[src/rtl/windowed_watchdog_pkg.sv]
// Shared constants, failure codes and unlock-FSM state type for the windowed watchdog.
package windowed_watchdog_pkg;
  localparam logic [15:0] KEY1      = 16'hAAAA;
  localparam logic [15:0] KEY2      = 16'h5555;
  localparam int          WR_CYCLES = 4;
  localparam logic [19:0] BO_THRESH = 20'h0F000;

  localparam logic [2:0] ADDR_FRAME   = 3'b000;
  localparam logic [2:0] ADDR_SERVICE = 3'b001;
  localparam logic [2:0] ADDR_CTRL    = 3'b010;
  localparam logic [2:0] ADDR_RLIMIT  = 3'b011;

  localparam int INIT_BIT = 4;
  localparam int KICK_BIT = 3;

  localparam logic [2:0] FL_NONE     = 3'b000;
  localparam logic [2:0] FL_TIMEOUT  = 3'b001;
  localparam logic [2:0] FL_BADSVC   = 3'b010;
  localparam logic [2:0] FL_BROWNOUT = 3'b100;

  typedef enum logic [1:0] {ST_LOCKED, ST_KEY1_SEEN, ST_OPEN} unlock_state_e;
endpackage

[src/rtl/windowed_watchdog_top_unlock.sv]
// Key-sequence detector: KEY1 then KEY2 opens a fixed number of bus write cycles.
module wd_unlock_fsm #(
  parameter int                DATA_W    = 16,
  parameter logic [DATA_W-1:0] KEY1      = windowed_watchdog_pkg::KEY1,
  parameter logic [DATA_W-1:0] KEY2      = windowed_watchdog_pkg::KEY2,
  parameter int                WR_CYCLES = windowed_watchdog_pkg::WR_CYCLES
) (
  input  logic              clk_i,
  input  logic              rst_ni,
  input  logic [DATA_W-1:0] dbus_i,
  output logic              wr_en_o
);
  import windowed_watchdog_pkg::*;

  localparam int CW = (WR_CYCLES > 1) ? $clog2(WR_CYCLES) : 1;
  localparam logic [CW-1:0] LAST = CW'(WR_CYCLES - 1);

  unlock_state_e state_q, state_d;
  logic [CW-1:0] wcnt_q, wcnt_d;

  always_ff @(posedge clk_i or negedge rst_ni) begin
    if (!rst_ni) begin
      state_q <= ST_LOCKED;
      wcnt_q  <= '0;
    end else begin
      state_q <= state_d;
      wcnt_q  <= wcnt_d;
    end
  end

  // Key words are plain data while the window is open.
  always_comb begin
    state_d = state_q;
    wcnt_d  = wcnt_q;
    wr_en_o = 1'b0;
    case (state_q)
      ST_LOCKED:    if (dbus_i == KEY1) state_d = ST_KEY1_SEEN;
      ST_KEY1_SEEN: begin
        if (dbus_i == KEY2) begin
          state_d = ST_OPEN;
          wcnt_d  = '0;
        end else if (dbus_i != KEY1) begin
          state_d = ST_LOCKED;
        end
      end
      ST_OPEN: begin
        wr_en_o = 1'b1;
        wcnt_d  = wcnt_q + 1'b1;
        if (wcnt_q == LAST) state_d = ST_LOCKED;
      end
      default: state_d = ST_LOCKED;
    endcase
  end
endmodule

[src/rtl/windowed_watchdog_top.sv]
// Windowed watchdog: config registers, frame counter, failure latch, reset countdown, brownout.
module windowed_watchdog_top #(
  parameter int                DATA_W    = 16,
  parameter int                ADDR_W    = 3,
  parameter int                ADC_W     = 20,
  parameter logic [DATA_W-1:0] KEY1      = windowed_watchdog_pkg::KEY1,
  parameter logic [DATA_W-1:0] KEY2      = windowed_watchdog_pkg::KEY2,
  parameter int                WR_CYCLES = windowed_watchdog_pkg::WR_CYCLES,
  parameter logic [ADC_W-1:0]  BO_THRESH = windowed_watchdog_pkg::BO_THRESH
) (
  input  logic              CLK,
  input  logic              RST,
  input  logic [ADDR_W-1:0] ABUS,
  input  logic [DATA_W-1:0] DBUS,
  input  logic [ADC_W-1:0]  ADC_IN,
  output logic              RSTOUT,
  output logic              WDFAIL,
  output logic [2:0]        FLSTAT,
  output logic              BROWNOUT
);
  import windowed_watchdog_pkg::*;

  logic wr_en;

  wd_unlock_fsm #(.DATA_W(DATA_W), .KEY1(KEY1), .KEY2(KEY2), .WR_CYCLES(WR_CYCLES)) u_unlock (
    .clk_i  (CLK),
    .rst_ni (RST),
    .dbus_i (DBUS),
    .wr_en_o(wr_en)
  );

  logic [DATA_W-1:0] frame_len_q, svc_len_q, rlimit_q;
  logic [DATA_W-1:0] fcnt_q, fcnt_d, dcnt_q, dcnt_d;
  logic              en_q, en_d, cd_q, cd_d, rstout_q, rstout_d, wdfail_q, wdfail_d;
  logic              bo_q, bo_prev_q;
  logic [2:0]        flstat_q, flstat_d, fail_code;
  logic              ctrl_wr, init_go, kick, kick_ok, last, open_win, cfg_ok;

  assign ctrl_wr  = wr_en && (ABUS == ADDR_CTRL);
  assign cfg_ok   = (frame_len_q != '0) && (svc_len_q <= frame_len_q);
  assign init_go  = ctrl_wr && DBUS[INIT_BIT] && !cd_q && cfg_ok;
  assign kick     = ctrl_wr && DBUS[KICK_BIT] && !DBUS[INIT_BIT];
  assign last     = (fcnt_q == frame_len_q - 1'b1);
  // The last frame cycle counts as open even when SERVICE_LEN is zero.
  assign open_win = (fcnt_q >= frame_len_q - svc_len_q) || last;
  assign kick_ok  = en_q && kick && open_win && !init_go;

  always_comb begin
    fail_code = FL_NONE;
    if (en_q && !init_go && !kick_ok) begin
      if (last)                   fail_code = FL_TIMEOUT;
      else if (kick)              fail_code = FL_BADSVC;
      else if (bo_q && !bo_prev_q) fail_code = FL_BROWNOUT;
    end
  end

  always_comb begin
    en_d     = en_q;
    fcnt_d   = en_q ? fcnt_q + 1'b1 : fcnt_q;
    cd_d     = cd_q;
    dcnt_d   = dcnt_q;
    rstout_d = 1'b0;
    wdfail_d = wdfail_q;
    flstat_d = flstat_q;
    if (cd_q) begin
      if (dcnt_q == '0) begin
        cd_d     = 1'b0;
        rstout_d = 1'b1;
      end else begin
        dcnt_d = dcnt_q - 1'b1;
      end
    end
    if (init_go) begin
      en_d     = 1'b1;
      fcnt_d   = '0;
      wdfail_d = 1'b0;
      flstat_d = FL_NONE;
    end else if (kick_ok) begin
      fcnt_d = '0;
    end else if (fail_code != FL_NONE) begin
      en_d     = 1'b0;
      wdfail_d = 1'b1;
      flstat_d = fail_code;
      cd_d     = 1'b1;
      dcnt_d   = rlimit_q;
    end
  end

  always_ff @(posedge CLK or negedge RST) begin
    if (!RST) begin
      frame_len_q <= '0;
      svc_len_q   <= '0;
      rlimit_q    <= '0;
      fcnt_q      <= '0;
      dcnt_q      <= '0;
      en_q        <= 1'b0;
      cd_q        <= 1'b0;
      rstout_q    <= 1'b0;
      wdfail_q    <= 1'b0;
      flstat_q    <= FL_NONE;
      bo_q        <= 1'b0;
      bo_prev_q   <= 1'b0;
    end else begin
      if (wr_en && ABUS == ADDR_FRAME)   frame_len_q <= DBUS;
      if (wr_en && ABUS == ADDR_SERVICE) svc_len_q   <= DBUS;
      if (wr_en && ABUS == ADDR_RLIMIT)  rlimit_q    <= DBUS;
      fcnt_q    <= fcnt_d;
      dcnt_q    <= dcnt_d;
      en_q      <= en_d;
      cd_q      <= cd_d;
      rstout_q  <= rstout_d;
      wdfail_q  <= wdfail_d;
      flstat_q  <= flstat_d;
      bo_q      <= (ADC_IN < BO_THRESH);
      bo_prev_q <= bo_q;
    end
  end

  assign RSTOUT   = rstout_q;
  assign WDFAIL   = wdfail_q;
  assign FLSTAT   = flstat_q;
  assign BROWNOUT = bo_q;
endmodule

[config.mk]
export PLATFORM = sky130hd
export DESIGN_NAME = windowed_watchdog_top
export DESIGN_NICKNAME = d
export VERILOG_FILES = /design/src/rtl/windowed_watchdog_pkg.sv /design/src/rtl/windowed_watchdog_top_unlock.sv /design/src/rtl/windowed_watchdog_top.sv
export SDC_FILE = /design/constraint.sdc
export NUM_CORES = 1
export LEC_CHECK = 0
export BUFFER_PORTS_ARGS = -buffer_cell sky130_fd_sc_hd__clkbuf_2
export CORE_UTILIZATION = 40
export DETAILED_ROUTE_END_ITERATION = 8
export GPL_TIMING_DRIVEN = 0
export HOLD_SLACK_MARGIN = 0.1
export PLACE_DENSITY_LB_ADDON = 0.3
export SLEW_MARGIN = 40
export SYNTH_ARGS = -nofsm -noshare
export SYNTH_HDL_FRONTEND = slang
export SYNTH_HIERARCHICAL = 1
export SYNTH_SLANG_ARGS = --single-unit
[constraint.sdc]
create_clock -name CLK -period 3.9 [get_ports CLK]
set_clock_uncertainty 0.05 [all_clocks]
set_input_delay 0.195 -clock CLK [delete_from_list [all_inputs] [get_ports CLK]]
set_output_delay 0.195 -clock CLK [all_outputs]
set_load 0.005 [all_outputs]
; Word-level counts from Yosys, hierarchy flattened
; Index checks and enable logic that the tools add are counted.
[classes]
addsub = 5
order_cmp = 3
eq_ne = 15
n_mux = 36
n_reduce_logical = 33
[ops]
columns = cell, n
row1 = two-way mux 16 bit, 8
row2 = "subtractor 16 x 1 -> 16 bit, second input constant", 2
row3 = two-way mux 3 bit, 7
row4 = "less-than comparator 20 x 16 -> 1 bit, second input constant", 1
row5 = "adder 16 x 1 -> 16 bit, second input constant", 1
row6 = "== test 16 x 15 -> 1 bit, second input constant", 1
row7 = == test 16 bit, 1
row8 = "== test 16 bit, second input constant", 1
row9 = greater-or-equal comparator 16 bit, 1
row10 = <= comparator 16 bit, 1
row11 = logical AND 1 bit, 16
row12 = logical NOT 16 bit, 1
row13 = "!= test 16 bit, second input constant", 1
row14 = nonzero test 16 bit, 1
row15 = subtractor 16 bit, 1
row16 = two-way mux 1 bit, 14
row17 = two-way mux 2 bit, 5
row18 = "== test 3 x 2 -> 1 bit, second input constant", 2
row19 = "!= test 2 x 1 -> 1 bit, second input constant", 3
row20 = one-hot mux 2 bit (3 select lines), 1
row21 = nonzero test 3 bit, 2
row22 = logical NOT 1 bit, 5
row23 = "== test 2 bit, second input constant", 2
row24 = one-hot mux 2 bit (2 select lines), 1
row25 = 11 further kinds, 13
[totals]
regBits = 93
in_bits = 41
out_inout_bits = 6
word_cells = 106

; Logic depth before layout (Yosys ltp)
; Gate-level depths: netlist of run 1.
[depth]
ltp_word = 15
depth_mapped = 22
ltp_nobuf = 20

; Cells and area by module
; The synthesis of run 1 kept the hierarchy.
[by_module_without_submodules]
columns = module, instances, cells_per_inst, area_per_inst_um2, seq_area_each_um2
row1 = windowed_watchdog_top, 1, 595, 5635.4, 2227.1
row2 = wd_unlock_fsm, 1, 25, 281.5, 100.1

; Worst setup path before layout of run 1
; Ideal clock, no wire load.
[synth_timing]
path_type = flip-flop to flip-flop
start = register frame_len_q[0]
end = register fcnt_q[13]
setup_time_ns = 0.082
arrival_time_ns = 4.191
required_time_ns = 3.768
slack_ns = -0.423
stages_incl_launch_ff = 22
path_buffers = 2
period_less_slack_ns = 4.323
cell_sequence = dfrtp_1 -> inv_1 -> ha_1 -> fa_1 -> nand2b_1 -> a21oi_1 -> a31oi_1 -> o21ai_0 -> a21oi_1 -> o21ai_0 -> xnor2_1 -> ha_1 -> nand4_1 -> a21oi_1 -> a2111oi_0 -> o21ai_0 -> o21bai_1 -> a311oi_2 -> buf_6 -> buf_8 -> a21oi_1 -> a31oi_1
[synth_between]
elab_chain_cells = 7
elab_cells_between_ends = 15
classes_between = add/sub: 2 / order compare: 2 / eq/ne: 1 / mux: 2 / reduce/logical: 8
[synth_lines]
columns = element, line
row1 = "start, declared", windowed_watchdog_top.sv:32  ; logic [DATA_W-1:0] frame_len_q, svc_len_q, rlimit_q;
row2 = "start signal, assigned", windowed_watchdog_top.sv:91  ; frame_len_q <= '0;
row3 = "start signal, assigned", windowed_watchdog_top.sv:104  ; if (wr_en && ABUS == ADDR_FRAME) frame_len_q <= DBUS;
row4 = "subtractor 16 bit, or another cell as far along", windowed_watchdog_top.sv:45  ; assign open_win = (fcnt_q >= frame_len_q - svc_len_q) || last;
row5 = "greater-or-equal comparator 16 bit, or another cell as far along", windowed_watchdog_top.sv:45
row6 = logical OR 1 bit or logical AND 1 bit (tied branches), "windowed_watchdog_top.sv:45, windowed_watchdog_top.sv:41"
row7 = logical AND 1 bit or logical NOT 1 bit (tied branches), windowed_watchdog_top.sv:46  ; assign kick_ok = en_q && kick && open_win && !init_go;
row8 = logical AND 1 bit, windowed_watchdog_top.sv:46
row9 = two-way mux 16 bit, windowed_watchdog_top.sv:78  ; end else if (kick_ok) begin
row10 = two-way mux 16 bit, windowed_watchdog_top.sv:73  ; if (init_go) begin
row11 = "end signal, assigned", windowed_watchdog_top.sv:107  ; fcnt_q <= fcnt_d;
row12 = "end, declared", windowed_watchdog_top.sv:33  ; logic [DATA_W-1:0] fcnt_q, fcnt_d, dcnt_q, dcnt_d;
; Parallel ways exist; a longest one is shown, timed or not.
; A chain may end at the register's enable or synchronous reset.

; Worst setup path in the final report of run 1
[layout_timing]
start = register svc_len_q[1]
end = register flstat_q[2], in the netlist FLSTAT[2]
[layout_between]
elab_chain_cells = 11
elab_cells_between_ends = 20
classes_between = add/sub: 1 / order compare: 2 / eq/ne: 1 / mux: 4 / reduce/logical: 12
[layout_lines]
columns = element, line
row1 = "start, declared", windowed_watchdog_top.sv:32
row2 = "start signal, assigned", windowed_watchdog_top.sv:92  ; svc_len_q <= '0;
row3 = "start signal, assigned", windowed_watchdog_top.sv:105  ; if (wr_en && ABUS == ADDR_SERVICE) svc_len_q <= DBUS;
row4 = subtractor 16 bit or <= comparator 16 bit (tied branches), "windowed_watchdog_top.sv:45, windowed_watchdog_top.sv:40"
row5 = greater-or-equal comparator 16 bit or logical AND 1 bit (tied branches), "windowed_watchdog_top.sv:45, windowed_watchdog_top.sv:40"
row6 = logical OR 1 bit or logical AND 1 bit (tied branches), "windowed_watchdog_top.sv:45, windowed_watchdog_top.sv:41"
row7 = logical AND 1 bit or logical NOT 1 bit (tied branches), "windowed_watchdog_top.sv:46, windowed_watchdog_top.sv:50"
row8 = logical AND 1 bit, windowed_watchdog_top.sv:46
row9 = logical NOT 1 bit, windowed_watchdog_top.sv:50  ; if (en_q && !init_go && !kick_ok) begin
row10 = logical AND 1 bit, windowed_watchdog_top.sv:50
row11 = two-way mux 3 bit, windowed_watchdog_top.sv:50
row12 = nonzero test 3 bit or two-way mux 3 bit (tied branches), windowed_watchdog_top.sv:80  ; end else if (fail_code != FL_NONE) begin
row13 = nonzero test 2 bit (no line) or two-way mux 3 bit (tied branches), -
row14 = AND reduction 2 bit (no line) or two-way mux 3 bit (tied branches), -
row15 = "end signal, assigned", windowed_watchdog_top.sv:113  ; flstat_q <= flstat_d;
row16 = "end, declared", windowed_watchdog_top.sv:36  ; logic [2:0] flstat_q, flstat_d, fail_code;
; Parallel ways exist; a longest one is shown, timed or not. The select of a mux whose other input is x is not followed.

==> results.md, run 1 <==
* Worst path bufs/invs at 6
* Post-synthesis cell area at 5917 µm²
* Mapped Nets at 699
* Die outline width at 123.6 µm
* Root Buffer: clkbuf_16
* Dpl cell area at 6387 µm²
* Endpoint, Worst Hold: svc_len_q[8]
* Sequential area share after synthesis at 39.33%
* Maximum vdd drop at 0.0001768 V
* Ys Warns at 6
* Latest clock arrival within the worst-skew pair at 0.36 ns
* Hold Startpoint: DBUS[8]
* DRT Pass-1 Iters at 7
* FMAX at 217.6 MHz
* GRT Util Overall at 22.97%
* Remaining DRCs at 1
* Clock power share at 47.8%
* Crit path time final at 4.596 ns
* Gr ovfl total at 0
* Number of flops mapped to enable cells by yosys at 0
* Worst-path cell chain: inv_2, ha_4, nor2b_4, o21a_1, o21ai_1, nand2b_1, a221o_1, a41oi_2, buf_4, nand2b_4, a21oi_2, xor2_1, ha_1, a21oi_2, a21oi_2, a2111oi_4, o21ai_2, buf_4, buf_6, o21ai_4, o21ba_4, buf_6, buf_8, o32ai_1
* Die area at 15280 µm²
* Failing checks: design-rule violations, negative setup slack
* Sequential Power Share at 48.8%
* Clock Path Buffers at 2
* Unrepaired setup endpoints after global routing: true
* Setup CP Type: flop to flop
* WHS Path Cells at 3
* P_sw at 0.4507 mW
* Row count at 44
* DR WL/cell at 18.17 µm
* Final period utilization at 117.8%
* Synth Area per Inst at 9.543 µm²
* Static Leak at 3.443 nW
* Via count at 5096
* Status: complete, but fails checks
* Ratio of cells with drive above 1 in the final layout at 27.64%
* # IOs at 47
* H-tree levels at 3
* Pint at 1.526 mW
* Worst path top cell family by delay: compound AO/OA/AOI/OAI gates
* Die Y at 123.6 µm
* Largest net degree at the start of global routing at 68
* Max cap viols at 0
* Post-route ant nets at 0
* Worst Path Required at 4.08 ns
* Drt total wl at 16230 µm
* Hold slack at 0.09896 ns
* CORE AREA at 14480 µm²
* FF+latch count, synth at 93
* Initial antenna violation count at 0
* Worst Setup End Kind: flop
* Worst-Margin Slew at 0.7894 ns
* Sw frac at 22.80%
* Critical path's largest stage delay at 0.39 ns
* Crit-path max FO at 5
* Vias per inst at 5.707
* Worst r2r src: svc_len_q[1]
* TritonCTS clock tree: yes
* Worst reg-to-reg path cell count at 24
* TritonCTS buffer count at 9
* Flop-to-flop setup slack at -0.70 ns
* Async set or reset register ratio after synthesis at 100.0%
* Nets at 783
* Fin util at 51.60%
* Met1 GRT Util at 31.06%
* Worst Slack Setup Final at -0.6955 ns
* Most common cell after layout, fill and taps aside: dfrtp_1
* Global route hottest layer: met2
* Crit Reg-Reg Endpoint: FLSTAT[2]
* First-pass GRT wire length at 26480 µm
* Final Hold Vio Count at 0
* DR iter-0 viols at 337
* Clock-pin slew on the worst setup and hold paths at 0.07 ns
* Gpl congestion at 0.8642
* Slew Limit Headroom at 47.18%
* Arrival @ worst endpoint at 4.77 ns
* Slew Limit Fails at 0
* Initial Util at 40.87%
* Most used cell, CP: a21oi_2
* Dpl ws at -1.427 ns
* Commonest cells after routing, fill and taps aside: dfrtp_1 (92), nand2_1 (47), xnor2_1 (35)
* Share of total power in combinational logic at 3.4%
* Grt met2 use at 35.80%
* Final setup fails at 38
* Fin area at 7471 µm²
* Dominant synthesized flop cell: dfrtp_1
* Startpoint class of the critical path: flop
* N_diodes at 0
* Unique cell type count in the Yosys netlist at 67
* Met3 usage at 3.709%
* Gate Count Post-Synth at 620
* HP Class: input port to flop
* Vias in the first global route at 5101
* Slowest cell on crit path: dfrtp_1
* Sink Count at 93
* Pwr dens at 264.6 nW/µm²
* DP Wirelength at 11210 µm
* PortBufs at 34
* Area delta synth->final at 26.26%
==> synthesized netlist by cell type, types with 3 or more instances <==
master     count  area share (%)
nand2b_1      10             1.1
or3_1          8            0.85
or2_2          4            0.42
xor2_1        15             2.2
buf_2          7            0.59
nand4bb_1      3            0.57
or2b_1         4            0.51
ha_1          37             7.8
a22o_1         4            0.59
o21ai_1       13             1.1
a211o_1        3            0.44
o21a_1         4            0.51
o21ai_0       35             3.0
nor2_1        30             1.9
dfrtp_1       93              39
a21o_1         5            0.63
a21oi_1       28             2.4
nand4_1        9            0.95
a2111oi_0      3            0.44
nor4_1         6            0.63
a41oi_1        5            0.74
nand3_1       17             1.4
nor3_1        15             1.3
inv_1         28             1.8
a31oi_1       16             1.7
a211oi_1       3            0.38
nand3b_1       3            0.38
mux2i_1        3            0.51
mux2_2        32             6.1
and3_1        10             1.1
clkbuf_1      12            0.76
nor2b_1        9            0.95
or4_1          7            0.89
nand2_1       62             3.9
nor3b_1        3            0.38
xnor2_1       35             5.2
==> worst min-delay path, stage by stage <==
cell	delay [ns]
clkbuf_2	0.15
nand2_1	0.06
o21ai_0	0.07
==> registers in the layout, summed over array words and instances (netlist names) <==
| signal | count |
|---|---|
| u_unlock/wcnt_q | 2 |
| dcnt_q | 16 |
| cd_q | 1 |
| en_q | 1 |
| u_unlock/state_q | 2 |
| WDFAIL | 1 |
| FLSTAT | 3 |
| BROWNOUT | 1 |
| frame_len_q | 16 |
| bo_prev_q | 1 |
| RSTOUT | 1 |
| fcnt_q | 16 |
| svc_len_q | 16 |
| rlimit_q | 16 |
==> kinds of logic after synthesis <==
logic type | Yosys count | synth area share [%]
compound gates | 140 | 15.27
buf+inv | 51 | 3.870
simple gates | 212 | 19.18
flops | 93 | 39.33
xor+xnor | 50 | 7.401
mux | 36 | 6.788
fa+ha+maj | 38 | 8.162
==> power by group through the flow <==
stage / sequential [mW] / clock (mW) / combinational [mW]
2_1_floorplan: 0.984 / 0 / 0.00536
3_3_place_gp: 0.984 / 0 / 0.0538
3_5_place_dp: 0.983 / 0 / 0.0597
4_1_cts: 0.965 / 0.960 / 0.0675
5_1_grt: 0.964 / 1.01 / 0.0734
6_report: 0.965 / 0.946 / 0.0665
==> through the flow <==
| step | total power [mW] | setup TNS [ns] | instances |
|---|---|---|---|
| 2_1_floorplan | 0.9889 | -2.362 | 620 |
| 3_3_place_gp | 1.038 | -44.06 | 838 |
| 3_5_place_dp | 1.043 | -48.10 | 839 |
| 4_1_cts | 1.993 | -18.86 | 893 |
| 5_1_grt | 2.043 | -32.04 | 893 |
| 6_report | 1.977 | -24.33 | 893 |
==> final cells by class <==
| type | count | area, µm² |
|---|---|---|
| fill | 1240 | 7008 |
| clock inverter | 5 | 63.81 |
| tap | 184 | 230.2 |
| inverter | 29 | 111.4 |
| clock buffer | 11 | 252.7 |
| sequential | 93 | 2328 |
| timing repair buffer | 75 | 641.9 |
| buffer | 20 | 127.6 |
| multi-input combinational | 476 | 3715 |
==> routing by layer <==
layer | up-vias | wire (µm)
li1 | 2418 | -
met1 | 2502 | 7493
met2 | 140 | 7525
met3 | 36 | 688
met4 | 0 | 519
met5 | - | 0
==> worst max-delay path by stage <==
stage | startpoint | end | slack [ns] | depth (start not counted)
6_report | svc_len_q[1] | FLSTAT[2] | -0.70 | 24
5_1_grt | frame_len_q[0] | fcnt_q[13] | -0.92 | 23
3_3_place_gp | frame_len_q[0] | fcnt_q[13] | -1.30 | 21
2_1_floorplan | svc_len_q[1] | fcnt_q[13] | -0.22 | 22
4_1_cts | frame_len_q[1] | fcnt_q[9] | -0.63 | 20
3_5_place_dp | frame_len_q[0] | fcnt_q[13] | -1.43 | 21
==> timing repair <==
action / CTS / global route
hold endpoints to repair: 101 / 0
setup buffers: 24 / 5
hold buffers: 10 / 0
pin swaps: 29 / 29
endpoints found under the setup margin: 38 / 38
gates cloned: 5 / 0
gates resized for setup: 66 / 38
Power figures use the tool's default switching activity.
==> run 2: changes to the inputs <==
--- a/config.mk
+++ b/config.mk
@@ -5,7 +5,7 @@
 export SDC_FILE = /design/constraint.sdc
 export NUM_CORES = 1
 export LEC_CHECK = 0
-export BUFFER_PORTS_ARGS = -buffer_cell sky130_fd_sc_hd__clkbuf_2
+export BUFFER_PORTS_ARGS = -buffer_cell sky130_fd_sc_hd__buf_2
 export CORE_UTILIZATION = 40
 export DETAILED_ROUTE_END_ITERATION = 8
 export GPL_TIMING_DRIVEN = 0
==> run 2 against run 1 <==
The run still ends with design-rule violations, negative setup slack left. Power down 0.29%. Via count up 0.80%. Clock power is 0.7% lower. Critical path type unchanged.
==> results.md, run 2 (same netlist as run 1, synthesis figures left out) <==
* N_diodes at 0 (unchanged)
* Sw frac at 23.13% (was 22.80%)
* Dpl cell area at 6377 µm² (was 6387 µm²)
* Final period utilization at 116.6% (was 117.8%)
* # IOs at 47 (unchanged)
* Nets at 783 (unchanged)
* Via count at 5137 (was 5096)
* Filler instances at 1289 (was 1240)
* Gpl congestion at 0.8569 (was 0.8642)
* Hold slack at 0.09729 ns (was 0.09896 ns)
* Gr ovfl total at 0 (unchanged)
* Remaining DRCs at 1 (unchanged)
* GRT Util Overall at 23.05% (was 22.97%)
* Crit path time final at 4.546 ns (was 4.596 ns)
* Slew Limit Headroom at 50.56% (was 47.18%)
* Pint at 1.515 mW (was 1.526 mW)
* Worst Path Required at 4.12 ns (was 4.08 ns)
* Design Power at 1.971 mW (was 1.977 mW)
* Initial antenna violation count at 0 (unchanged)
* Worst-Margin Slew at 0.7389 ns (was 0.7894 ns)
* Drt total wl at 16140 µm (was 16230 µm)
* Sequential Power Share at 48.9% (was 48.8%)
* FMAX at 220.0 MHz (was 217.6 MHz)
* Post-route ant nets at 0 (unchanged)
* HP Class: input port to flop (unchanged)
* Most common cell after layout, fill and taps aside: dfrtp_1 (unchanged)
* Final setup fails at 38 (unchanged)
* Initial Util at 40.87% (unchanged)
* Maximum vdd drop at 0.0002165 V (was 0.0001768 V)
* Max cap viols at 0 (unchanged)
* Flop-to-flop setup slack at -0.65 ns (was -0.70 ns)
* P_sw at 0.4560 mW (was 0.4507 mW)
* WHS Path Cells at 3 (unchanged)
* DRT Pass-1 Iters at 7 (unchanged)
* Clock Path Buffers at 2 (unchanged)
* Endpoint, Worst Hold: frame_len_q[0] (was svc_len_q[8])
* Fin area at 7426 µm² (was 7471 µm²)
* Latest clock arrival within the worst-skew pair at 0.36 ns (about the same)
* Crit-path max FO at 8 (was 5)
* Worst Setup End Kind: flop (unchanged)
* Dpl ws at -1.400 ns (was -1.427 ns)
* Hold Startpoint: DBUS[0] (was DBUS[8])
* Row count at 44 (unchanged)
* DR iter-0 viols at 281 (was 337)
* CORE AREA at 14480 µm² (unchanged)
* Commonest cells after routing, fill and taps aside: dfrtp_1 (92), nand2_1 (46), buf_2 (36) (was dfrtp_1 (92), nand2_1 (47), xnor2_1 (35))
* Die outline width at 123.6 µm (unchanged)
* Unrepaired setup endpoints after global routing: true (unchanged)
* Clock power share at 47.7% (was 47.8%)
* Vias in the first global route at 5206 (was 5101)
* Startpoint class of the critical path: flop (unchanged)
* Clock-pin slew on the worst setup and hold paths at 0.07 ns (about the same)
* Setup TNS at -20.22 ns (was -24.33 ns)
* Vias per inst at 5.753 (was 5.707)
* Worst reg-to-reg path cell count at 22 (was 24)
* Die area at 15280 µm² (unchanged)
* Die Y at 123.6 µm (unchanged)
* Share of total power in combinational logic at 3.4% (about the same)
* PortBufs at 34 (unchanged)
* Ratio of cells with drive above 1 in the final layout at 26.52% (was 27.64%)
* TritonCTS clock tree: yes (unchanged)
* Pwr dens at 265.5 nW/µm² (was 264.6 nW/µm²)
* Worst Slack Setup Final at -0.6460 ns (was -0.6955 ns)
* Final Hold Vio Count at 0 (unchanged)
* DR WL/cell at 18.07 µm (was 18.17 µm)
* H-tree levels at 3 (unchanged)
* Setup CP Type: flop to flop (unchanged)
* First-pass GRT wire length at 26740 µm (was 26480 µm)
* DP Wirelength at 11260 µm (was 11210 µm)
* Crit Reg-Reg Endpoint: fcnt_q[11] (was FLSTAT[2])
* TritonCTS buffer count at 9 (unchanged)
* Area delta synth->final at 25.50% (was 26.26%)
* Sink Count at 93 (unchanged)
* Worst r2r src: frame_len_q[1] (was svc_len_q[1])
* Static Leak at 3.463 nW (was 3.443 nW)
* Failing checks: design-rule violations, negative setup slack (unchanged)
* Status: complete, but fails checks (unchanged)
* Root Buffer: clkbuf_16 (unchanged)
* Slew Limit Fails at 0 (unchanged)
* Arrival @ worst endpoint at 4.77 ns (about the same)
* Largest net degree at the start of global routing at 55 (was 68)
## run 2: worst max-delay path: stages, from the launching register on
cell,delay [ns]
dfrtp_1,0.39
ha_1,0.33
nor2b_4,0.14
o21a_1,0.21
o21ai_1,0.13
nand2b_1,0.10
a221o_1,0.37
buf_4,0.16
a21o_1,0.15
a211o_1,0.32
nand2_2,0.10
ha_4,0.20
a21o_1,0.17
nand3_1,0.08
a21oi_2,0.08
a2111oi_4,0.30
o21ai_2,0.13
o21bai_4,0.21
a311oi_4,0.32
buf_6,0.20
buf_8,0.14
a21oi_1,0.06
a31oi_1,0.14
## run 2: metrics by stage
| step | utilization (%) | std cells |
|---|---|---|
| 4_1_cts | 50.03 | 890 |
| 2_1_floorplan | - | 620 |
| 3_3_place_gp | 43.86 | 838 |
| 5_1_grt | 51.29 | 893 |
| 6_report | 51.29 | 893 |
| 3_5_place_dp | 44.05 | 839 |
## run 2: routing by layer
metal	GRT usage, %	vias up	wire (µm)
li1	-	2415	-
met1	30.47	2531	7275
met2	37.05	151	7602
met3	3.480	40	731
met4	10.77	0	526
met5	0	-	0
## run 2: worst max path at each step
stage / from / to / slack (ns) / depth (start not counted)
final: frame_len_q[1] / fcnt_q[11] / -0.65 / 22
after global routing: frame_len_q[1] / fcnt_q[13] / -0.78 / 21
after CTS: svc_len_q[1] / fcnt_q[11] / -0.63 / 22
after detailed placement: frame_len_q[0] / fcnt_q[11] / -1.40 / 21
after global placement: frame_len_q[0] / fcnt_q[13] / -1.31 / 21
after floorplan: svc_len_q[1] / fcnt_q[13] / -0.22 / 22
## run 2: timing repair
item	in CTS	in global routing
buffers inserted	20	7
cloned	3	1
gates resized for setup	50	44
setup endpoints to repair	38	38
hold buffers	13	0
hold endpoints to repair	69	0
pin swaps	24	36
## run 2: cell type report
cell class,count,area [µm²],area share [%]
inverter,29,111.4,1.500
clock buffer,10,239.0,3.218
multi-input combinational,476,3687,49.65
sequential,93,2328,31.36
tap,184,230.2,3.100
timing repair buffer,76,640.6,8.627
clock inverter,6,76.32,1.028
buffer,19,112.6,1.516
## run 2: power groups by stage
stage | combinational, mW | clock, mW | sequential, mW
finish | 0.0675 | 0.939 | 0.965
global route | 0.0749 | 0.994 | 0.964
CTS | 0.0685 | 0.953 | 0.965
detailed placement | 0.0583 | 0 | 0.983
global placement | 0.0541 | 0 | 0.984
floorplan | 0.00536 | 0 | 0.984
==> run 3: changes to the inputs <==
--- a/config.mk
+++ b/config.mk
@@ -14,5 +14,4 @@
 export SLEW_MARGIN = 40
 export SYNTH_ARGS = -nofsm -noshare
 export SYNTH_HDL_FRONTEND = slang
-export SYNTH_HIERARCHICAL = 1
 export SYNTH_SLANG_ARGS = --single-unit
==> run 3 against run 2 <==
Count of clock-buffer cells in the layout down 1. Wire length down 11%. Sequential power grew 5%. Final area shrank 4.4%. The flow finishes with violations (negative setup slack).
==> results.md, run 3 <==
* Clock-pin slew on the worst setup and hold paths at 0.07 ns (about the same)
* Crit-path max FO at 5 (was 8)
* Area delta synth->final at 20.56% (was 25.50%)
* Drt total wl at 14340 µm (was 16140 µm)
* Largest net degree at the start of global routing at 51 (was 55)
* Async set or reset register ratio after synthesis at 100.0% (unchanged)
* WHS Path Cells at 2 (was 3)
* Gate Count Post-Synth at 582 (was 620)
* Ys Warns at 0 (was 6)
* DR WL/cell at 16.98 µm (was 18.07 µm)
* Sink Count at 93 (unchanged)
* Pint at 1.728 mW (was 1.515 mW)
* Max cap viols at 0 (unchanged)
* Share of Yosys cell area claimed by the top area cell type at 39.54% (was 39.33%)
* Crit path time final at 4.302 ns (was 4.546 ns)
* Ratio of cells with drive above 1 in the final layout at 28.42% (was 26.52%)
* Post-route ant nets at 0 (unchanged)
* Root Buffer: clkbuf_16 (unchanged)
* Unrepaired setup endpoints after global routing: true (unchanged)
* Most common cell after layout, fill and taps aside: dfrtp_1 (unchanged)
* Gr ovfl total at 0 (unchanged)
* Worst Path Required at 4.08 ns (was 4.12 ns)
* Dominant synthesized flop cell: dfrtp_1 (unchanged)
* Vias per inst at 5.391 (was 5.753)
* FF+latch count, synth at 93 (unchanged)
* Worst Slack Setup Final at -0.4022 ns (was -0.6460 ns)
* Sequential area share after synthesis at 39.54% (was 39.33%)
* Status: complete, but fails checks (unchanged)
* Arrival @ worst endpoint at 4.48 ns (was 4.77 ns)
* FF+latch area at 2332 µm² (was 2328 µm²)
* Sequential Power Share at 42.0% (was 48.9%)
* Critical path's largest stage delay at 0.41 ns (was 0.39 ns)
* Hold slack at 0.1136 ns (was 0.09729 ns)
* Worst path bufs/invs at 2 (was 3)
* Unique cell type count in the Yosys netlist at 62 (was 67)
* Crit Reg-Reg Endpoint: dcnt_q[7] (was fcnt_q[11])
* Failing checks: negative setup slack (was design-rule violations, negative setup slack)
* Area leader, netlist: dfrtp_1 (unchanged)
* Die area at 15200 µm² (was 15280 µm²)
* Number of flops mapped to enable cells by yosys at 0 (unchanged)
* Clock power share at 37.5% (was 47.7%)
* Final setup fails at 37 (was 38)
* Hold Startpoint: DBUS[3] (was DBUS[0])
* Design Power at 2.415 mW (was 1.971 mW)
* HP Class: input port to flop (unchanged)
* GRT Util Overall at 20.95% (was 23.05%)
* Initial antenna violation count at 0 (unchanged)
* Worst-path cell chain: ha_4, fa_2, nand2b_4, a21boi_2, o21ai_2, a21oi_2, a21oi_2, o21bai_1, a21oi_1, xor2_1, ha_1, nand2_2, nor2_2, a221oi_2, o21ai_2, nor2_4, a21oi_4, nor4b_4, buf_6, buf_8, mux2_4 (was ha_1, nor2b_4, o21a_1, o21ai_1, nand2b_1, a221o_1, buf_4, a21o_1, a211o_1, nand2_2, ha_4, a21o_1, nand3_1, a21oi_2, a2111oi_4, o21ai_2, o21bai_4, a311oi_4, buf_6, buf_8, a21oi_1, a31oi_1)
* Die outline width at 123.3 µm (was 123.6 µm)
* Dpl ws at -1.211 ns (was -1.400 ns)
* Remaining DRCs at 0 (was 1)
* Worst path top cell family by delay: compound AO/OA/AOI/OAI gates (unchanged)
* Commonest cells after routing, fill and taps aside: dfrtp_1 (89), mux2_2 (46), nor2_1 (41) (was dfrtp_1 (92), nand2_1 (46), buf_2 (36))
* Die Y at 123.3 µm (was 123.6 µm)
* First-pass GRT wire length at 24160 µm (was 26740 µm)
* PortBufs at 34 (unchanged)
* Sw frac at 28.45% (was 23.13%)
* CORE AREA at 14100 µm² (was 14480 µm²)
* Latest clock arrival within the worst-skew pair at 0.35 ns (was 0.36 ns)
* Worst r2r src: svc_len_q[0] (was frame_len_q[1])
* Worst reg-to-reg path cell count at 21 (was 22)
* Slew Limit Headroom at 44.67% (was 50.56%)
* H-tree levels at 3 (unchanged)
* Most frequent cell after synthesis: dfrtp_1 (unchanged)
* Final period utilization at 110.3% (was 116.6%)
* Flop-to-flop setup slack at -0.40 ns (was -0.65 ns)
* Static Leak at 3.265 nW (was 3.463 nW)
* Gpl congestion at 0.8244 (was 0.8569)
* Row count at 43 (was 44)
* Endpoint, Worst Hold: rlimit_q[3] (was frame_len_q[0])
* Pwr dens at 340.4 nW/µm² (was 265.5 nW/µm²)
* N_diodes at 0 (unchanged)
* Nets at 739 (was 783)
* Setup CP Type: flop to flop (unchanged)
* Vias in the first global route at 4589 (was 5206)
* Top cells by count, synth: dfrtp_1 (93), mux2_2 (53), nor2_1 (44) (was dfrtp_1 (93), nand2_1 (62), ha_1 (37))
* Worst Setup End Kind: flop (unchanged)
* DP Wirelength at 10070 µm (was 11260 µm)
* Slowest cell on crit path: dfrtp_1 (unchanged)
* Initial Util at 41.75% (was 40.87%)
* Slew Limit Fails at 0 (unchanged)
* Via count at 4555 (was 5137)
* Area occupied by multi-input gates at 3532 µm² (was 3687 µm²)
* Post-synthesis cell area at 5886 µm² (was 5917 µm²)
* Fin util at 50.34% (was 51.29%)
* # IOs at 47 (unchanged)
* Mapped Nets at 661 (was 699)
* Area contributors post-synth: dfrtp_1 (40%), mux2_2 (10%), ha_1 (7.9%) (was dfrtp_1 (39%), ha_1 (7.8%), mux2_2 (6.1%))
* Synth Area per Inst at 10.11 µm² (was 9.543 µm²)
* Final Hold Vio Count at 0 (unchanged)
* TritonCTS buffer count at 9 (unchanged)
* Filler instances at 1267 (was 1289)
* Maximum vdd drop at 0.0002954 V (was 0.0002165 V)
* TritonCTS clock tree: yes (unchanged)
* FMAX at 232.4 MHz (was 220.0 MHz)
* Startpoint class of the critical path: flop (unchanged)
* Worst-Margin Slew at 0.8299 ns (was 0.7389 ns)
* Share of total power in combinational logic at 20.5% (was 3.4%)
* P_sw at 0.6872 mW (was 0.4560 mW)
* DRT Pass-1 Iters at 5 (was 7)
* Clock Path Buffers at 2 (unchanged)
* DR iter-0 viols at 229 (was 281)
## run 3: cell count changes after synthesis, moves of 5 or more
cell	previous run	this run
o21ai_1	13	0
inv_1	28	34
xor2_1	15	28
a31oi_1	16	3
o21ai_0	35	24
nand2_1	62	40
mux2_2	32	53
nand2b_1	10	5
buf_2	7	1
nor2_1	30	44
a21oi_1	28	33
mux2_4	0	9
## run 3: metal layers
metal / vias up / track usage [%] / routed length [µm] / part of all wire [%]
met5: - / 0 / 0 / 0
met4: 0 / 6.401 / 261 / 1.8
met3: 17 / 3.275 / 418 / 2.9
met2: 101 / 34.46 / 6891 / 48
met1: 2211 / 28.33 / 6773 / 47
li1: 2226 / - / - / -
## run 3: logic make-up after synthesis
kind of cell    synth area share [%]
compound gates                 9.928
mux                            12.63
buf+inv                        3.210
xor+xnor                       8.929
flops                          39.54
simple gates                   17.56
fa+ha+maj                      8.206
## run 3: how the worst max path moves through the flow
| stage | startpoint | end | slack, ns | cells past startpoint |
|---|---|---|---|---|
| after floorplan | frame_len_q[0] | dcnt_q[10] | -0.30 | 21 |
| after global placement | frame_len_q[2] | dcnt_q[13] | -1.13 | 19 |
| after detailed placement | frame_len_q[1] | dcnt_q[6] | -1.21 | 20 |
| after CTS | frame_len_q[1] | dcnt_q[6] | -0.37 | 21 |
| after global routing | frame_len_q[0] | dcnt_q[10] | -0.63 | 22 |
| final | svc_len_q[0] | dcnt_q[7] | -0.40 | 21 |
## run 3: layout make-up
cell class / count / area share (%)
tap: 180 / 3.174
inverter: 35 / 1.852
timing repair buffer: 67 / 7.124
sequential: 93 / 32.87
multi-input combinational: 442 / 49.78
clock inverter: 7 / 1.129
buffer: 12 / 0.8993
clock buffer: 9 / 3.174
## run 3: what timing repair did
item,in CTS,in global routing
cloned,2,0
pin swaps,31,19
hold endpoints to repair,46,0
resized for setup,37,10
endpoints found under the setup margin,38,38
hold buffers,5,0
buffers inserted,18,6
## run 3: power groups by stage
stage / combinational [mW] / sequential [mW] / clock (mW)
2_1_floorplan: 0.277 / 1.03 / 0
3_3_place_gp: 0.380 / 1.03 / 0
3_5_place_dp: 0.400 / 1.03 / 0
4_1_cts: 0.451 / 1.01 / 0.924
5_1_grt: 0.554 / 1.02 / 0.969
6_report: 0.495 / 1.01 / 0.905
## run 3: per-stage QoR
stage,instances,TNS (ns),instance area [µm²]
4_1_cts,839,-8.177,7005
5_1_grt,845,-19.66,7096
2_1_floorplan,582,-4.030,5907
3_5_place_dp,798,-24.25,6354
3_3_place_gp,796,-21.43,6302
6_report,845,-10.63,7096
